$ cat config.mk
export PLATFORM = sky130hd
export DESIGN_NAME = button_event_parser
export DESIGN_NICKNAME = d
export VERILOG_FILES = /design/src/rtl/button_event_parser.sv
export SDC_FILE = /design/constraint.sdc
export NUM_CORES = 1
export LEC_CHECK = 0
export CAP_MARGIN = 10
export CORE_ASPECT_RATIO = 0.75
export CORE_MARGIN = 3
export CORE_UTILIZATION = 55
export DETAILED_ROUTE_END_ITERATION = 8
export GPL_ROUTABILITY_DRIVEN = 1
export MAX_ROUTING_LAYER = met4
export PLACE_DENSITY = 0.77
export RECOVER_POWER = 100
export SYNTH_ARGS = -nofsm -noshare
export SYNTH_HDL_FRONTEND = slang
export SYNTH_SLANG_ARGS = --single-unit
$ cat constraint.sdc
create_clock -name clk -period 5.4 [get_ports clk]
set_input_delay 1.62 -clock clk [delete_from_list [all_inputs] [get_ports clk]]
set_output_delay 1.62 -clock clk [all_outputs]
set_load 0.005 [all_outputs]
$ cat src/rtl/button_event_parser.sv
// Multi-channel push-button front end: 2-flop synchronizer, sampled debouncer and
// press/release/long-press/repeat event pulses. release/repeat are SV keywords, hence *_evt.
module button_event_parser #(
    parameter int WIDTH          = 4,
    parameter int SAMPLE_CNT_MAX = 62500,
    parameter int PULSE_CNT_MAX  = 200,
    parameter int HOLD_SAMPLES   = 250,
    parameter int REPEAT_SAMPLES = 50,
    parameter bit REPEAT_EN      = 1'b1
) (
    input  logic             clk,
    input  logic             rst,
    input  logic [WIDTH-1:0] in,
    output logic [WIDTH-1:0] level,
    output logic [WIDTH-1:0] press,
    output logic [WIDTH-1:0] release_evt,
    output logic [WIDTH-1:0] long_press,
    output logic [WIDTH-1:0] repeat_evt
);
    localparam int TW = $clog2(SAMPLE_CNT_MAX);
    localparam int SW = $clog2(PULSE_CNT_MAX + 1);
    localparam int HW = $clog2(HOLD_SAMPLES + 1);
    localparam int RW = $clog2(REPEAT_SAMPLES + 1);

    localparam logic [TW-1:0] TICK_LAST = TW'(SAMPLE_CNT_MAX - 1);
    localparam logic [SW-1:0] STAB_LAST = SW'(PULSE_CNT_MAX - 1);
    localparam logic [HW-1:0] HOLD_LAST = HW'(HOLD_SAMPLES - 1);
    localparam logic [HW-1:0] HOLD_FULL = HW'(HOLD_SAMPLES);
    localparam logic [RW-1:0] REP_LAST  = RW'(REPEAT_SAMPLES - 1);

    logic [WIDTH-1:0] sync_q1, s;
    logic [TW-1:0]    tick_cnt;
    logic             tick;

    logic [SW-1:0] stab     [WIDTH];
    logic [HW-1:0] hold_cnt [WIDTH];
    logic [RW-1:0] rep_cnt  [WIDTH];

    logic [SW-1:0] stab_d     [WIDTH];
    logic [HW-1:0] hold_cnt_d [WIDTH];
    logic [RW-1:0] rep_cnt_d  [WIDTH];

    logic [WIDTH-1:0] level_d, press_d, release_d, long_d, repeat_d;
    logic [WIDTH-1:0] at_limit, flip;

    always_ff @(posedge clk or posedge rst) begin
        if (rst) begin
            sync_q1 <= '0;
            s       <= '0;
        end else begin
            sync_q1 <= in;
            s       <= sync_q1;
        end
    end

    // One shared sample strobe for all channels.
    always_ff @(posedge clk or posedge rst) begin
        if (rst)
            tick_cnt <= '0;
        else if (tick)
            tick_cnt <= '0;
        else
            tick_cnt <= tick_cnt + 1'b1;
    end

    assign tick = (tick_cnt == TICK_LAST);

    always_comb begin
        at_limit = '0;
        for (int i = 0; i < WIDTH; i++)
            at_limit[i] = (stab[i] == STAB_LAST);
    end

    assign flip = {WIDTH{tick}} & (s ^ level) & at_limit;

    always_comb begin
        level_d    = level;
        press_d    = '0;
        release_d  = '0;
        long_d     = '0;
        repeat_d   = '0;
        stab_d     = stab;
        hold_cnt_d = hold_cnt;
        rep_cnt_d  = rep_cnt;
        for (int i = 0; i < WIDTH; i++) begin
            if (flip[i]) begin
                // A flip takes priority over any hold pulse due on the same tick.
                level_d[i]    = s[i];
                press_d[i]    = s[i];
                release_d[i]  = ~s[i];
                stab_d[i]     = '0;
                hold_cnt_d[i] = '0;
                rep_cnt_d[i]  = '0;
            end else if (tick) begin
                stab_d[i] = (s[i] == level[i]) ? '0 : stab[i] + 1'b1;
                if (level[i]) begin
                    if (hold_cnt[i] != HOLD_FULL) begin
                        hold_cnt_d[i] = hold_cnt[i] + 1'b1;
                        if (hold_cnt[i] == HOLD_LAST) begin
                            long_d[i]    = 1'b1;
                            rep_cnt_d[i] = '0;
                        end
                    end else if (rep_cnt[i] == REP_LAST) begin
                        rep_cnt_d[i] = '0;
                        repeat_d[i]  = REPEAT_EN;
                    end else begin
                        rep_cnt_d[i] = rep_cnt[i] + 1'b1;
                    end
                end
            end
        end
    end

    always_ff @(posedge clk or posedge rst) begin
        if (rst) begin
            level       <= '0;
            press       <= '0;
            release_evt <= '0;
            long_press  <= '0;
            repeat_evt  <= '0;
            for (int i = 0; i < WIDTH; i++) begin
                stab[i]     <= '0;
                hold_cnt[i] <= '0;
                rep_cnt[i]  <= '0;
            end
        end else begin
            level       <= level_d;
            press       <= press_d;
            release_evt <= release_d;
            long_press  <= long_d;
            repeat_evt  <= repeat_d;
            for (int i = 0; i < WIDTH; i++) begin
                stab[i]     <= stab_d[i];
                hold_cnt[i] <= hold_cnt_d[i];
                rep_cnt[i]  <= rep_cnt_d[i];
            end
        end
    end
endmodule

==> summary.txt <==
Clock network
  – CTS Buf Count: 17
  – H-tree depth reported by CTS: 4
  – Cts hold-fix bufs: 0
  – CTS Root Cell: clkbuf_16
  – Worst-path clk slew: 50 ps
  – Post-CTS Resized: 0
  – Post CTS Setup Buffer Count: 0
  – CTS tree: built
  – Clock Latency Late Sink: 420 ps
  – Clock Tree Buf Depth: 2
  – Clk sinks: 132

Yosys
  – Cell Area, Synth: 0.00680 mm2
  – Syn_area_per_cell: 9.77 um2
  – Synth Instances: 696
  – Sequential fraction of the synthesis area: 48.6%
  – Ys Warns: 0
  – EDFF count, synth: 0
  – Async SR Flop Fraction: 100%
  – Mapped Nets: 727
  – Flops & latches, synth: 132
  – Synth Flop Type: dfrtp_1
  – Cell variety after synth: 62

Setup path
  – Worst-path fanout max: 64
  – CP endpoint kind: async pin
  – Worst Path Required: 5940 ps
  – CP startpoint kind: input port
  – CP arrival: 4390 ps
  – Crit path kind: in -> async

STA
  – RSZ-0062 raised after global routing: no
  – Final worst setup slack: 1560 ps
  – Final setup skew: 10.2 ps
  – Rel. slew slack: -82.6%
  – Final Hold Vio Count: 0
  – Setup TNS: 0 ps
  – Setup violations, final: 0
  – Worst Tran Pin Value: 2720 ps
  – Period minus WS final: 3840 ps
  – Tcrit/Tclk final: 71.1%
  – Max Clock Freq: 0.260 GHz
  – Max-slew violation count: 111

Cells and area
  – Antenna Cells: 0
  – Fraction of layout cells with a size suffix above 1: 6.35%
  – Final-layout fill cell count: 937
  – FF+latch area: 0.00330 mm2
  – Synth-to-Final Area Change: 14.3%
  – Area of the multi-input gates: 0.00330 mm2
  – Nets: 758

Floorplan
  – Die extent in x: 134 um
  – Core region area: 0.0118 mm2
  – Die area: 0.0138 mm2
  – Std-Cell Rows: 34
  – Die height: 102 um
  – IO Count: 26
  – Initial Utilization: 57.5%

Power and ir drop
  – Pwr Density: 278 mW/mm2
  – Leak Pwr: 3.43 nW
  – Worst vdd ir: 0.254 mV

Run
  – MaxCap Viol Count: 2

Global routing
  – Initial antenna violation count: 0
  – First-pass GRT wire length: 25600 um
  – GRT Total Usage: 23.6%
  – Vias in the first global route: 5371
  – Largest net degree at the start of global routing: 65
  – Grt ovf: 0

Route
  – Routed len/inst: 16.1 um
  – Final wirelength: 14500 um
  – Drt drc: 0
  – Initial DRC count: 299
  – DR vias: 5402
  – Post-DR vias/cell: 5.99
  – DR pass1 iterations: 4
  – Routed Antenna Nets: 0

Status
  – Outcome: finished with violations
  – Failing checks: capacitance limit, slew limit

Placement
  – Post-DP HPWL: 9550 um
  – Final GP Congestion: 0.835
  – DP Worst Slack: 2220 ps
  – Buffers on Ports: 25

Worst hold path
  – Hold/Removal Path Class: reg -> reg
-- state kept, by name (all words and copies together), names as in the netlist --
signal,cells
s,4
rep_cnt,24
release_evt,4
press,4
hold_cnt,32
level,4
tick_cnt,16
repeat_evt,4
sync_q1,4
long_press,4
stab,32
-- where the power goes --
part / switching (W) / internal, W / leakage, nW
Clock: 0.000438 / 0.000701 / 0.281
Combinational: 0.0000221 / 0.00000545 / 1.34
Sequential: 0.00000261 / 0.000993 / 1.81
-- per-layer routing --
layer,vias up,wire length (um),global-route usage [%]
li1,2586,-,-
met3,35,605,3.99
met4,0,328,10.2
met2,135,6860,37.0
met5,-,0,-
met1,2646,6720,30.7
-- kinds of logic (layout without fill, tap and decap cells) --
family	count (synthesis)	in the layout	synth area share, %
buffers and inverters	46	90	2.69
adders and majority gates	25	25	4.60
DFF	132	132	48.6
xor gates and xnor gates	46	46	5.92
and+or+nand+nor	318	318	25.4
AOI/OAI and AO/OA	124	124	12.1
muxes	5	5	0.809
-- per-stage QoR --
step,instance area [um2],total power [W],instances,util (%),hold slack [ps]
2_1_floorplan,6800,0.00103,696,-,331
3_3_place_gp,7240,0.00104,870,61.2,335
3_5_place_dp,7240,0.00104,870,61.2,342
4_1_cts,7820,0.00218,902,66.2,354
5_1_grt,7780,0.00223,902,65.8,355
6_report,7780,0.00216,902,65.8,350
-- final timing paths --
kind / from / endpoint / slack [ps] / cells past startpoint
min in group asynchronous: rst / rep_cnt[10] / 2440 / 2
worst max-delay path: rst / long_press[1] / 1560 / 3
worst max register to register: tick_cnt[7] / rep_cnt[12] / 1560 / 6
max in group clk: tick_cnt[7] / rep_cnt[12] / 1560 / 6
worst min register to register: sync_q1[0] / s[0] / 350 / 0
worst min-delay path: sync_q1[0] / s[0] / 350 / 0
-- cell type report --
cell class | instances | area share, %
Sequential cell | 132 | 42.5
Multi-Input combinational cell | 518 | 42.4
Clock buffer | 19 | 5.82
Timing Repair Buffer | 33 | 3.75
Tap cell | 162 | 2.61
Clock inverter | 13 | 1.71
Inverter | 25 | 1.22
-- critical path, cell delays in order --
cell,delay (ps)
dlygate4sd3_1,550
clkinvlp_2,1550
buf_4,610
-- cells in the mapped netlist (all sizes together), types with 3 or more instances --
cell type	number	area (um2)
buf	5	28.8
nand2	68	255
or2	3	18.8
nor2	54	203
a21oi	14	70.1
o31ai	12	90.1
a22o	4	35.0
and2	10	62.6
o41ai	4	35.0
and4b	4	40.0
dfrtp	132	3300
nand3b	4	30.0
xnor2	25	219
or3	9	56.3
nand2b	5	31.3
and3	26	163
mux2	4	45.0
nand4	18	113
nand3	50	250
and4	10	87.6
inv	25	93.8
a32o	4	40.0
clkbuf	16	60.1
o211ai	5	37.5
a21o	4	30.0
o2bb2ai	3	26.3
o21bai	5	37.5
nor3b	5	37.5
nor3	18	95.1
xor2	21	184
nor2b	7	43.8
o22a	3	26.3
o2111a	3	33.8
ha	25	313
o21ai	50	250
nor4b	3	26.3
or4	11	86.3
nand4b	5	43.8
-- cell usage in the layout, fill, tap and decap left out, types with 4 or more instances in the layout --
master	n
o21ai_0	48
a32o_1	4
clkinvlp_4	4
nand2b_1	5
nand4_1	18
nor3b_1	5
and2_0	5
mux2_2	4
or4_1	11
o41ai_1	4
clkinv_2	5
a21o_1	4
o31ai_1	12
and4_1	10
and2_1	5
nand2_1	68
nand3b_1	4
a22o_1	4
clkbuf_1	5
clkbuf_16	17
nand3_1	50
and4b_1	4
nor2b_1	7
o211ai_1	5
ha_1	25
xnor2_1	25
nor2_1	54
inv_1	24
or3_1	9
and3_1	26
o21bai_1	5
dlygate4sd3_1	25
xor2_1	21
nor3_1	18
nand4b_1	5
dfrtp_1	132
a21oi_1	14
Power figures use the tool's default switching activity.
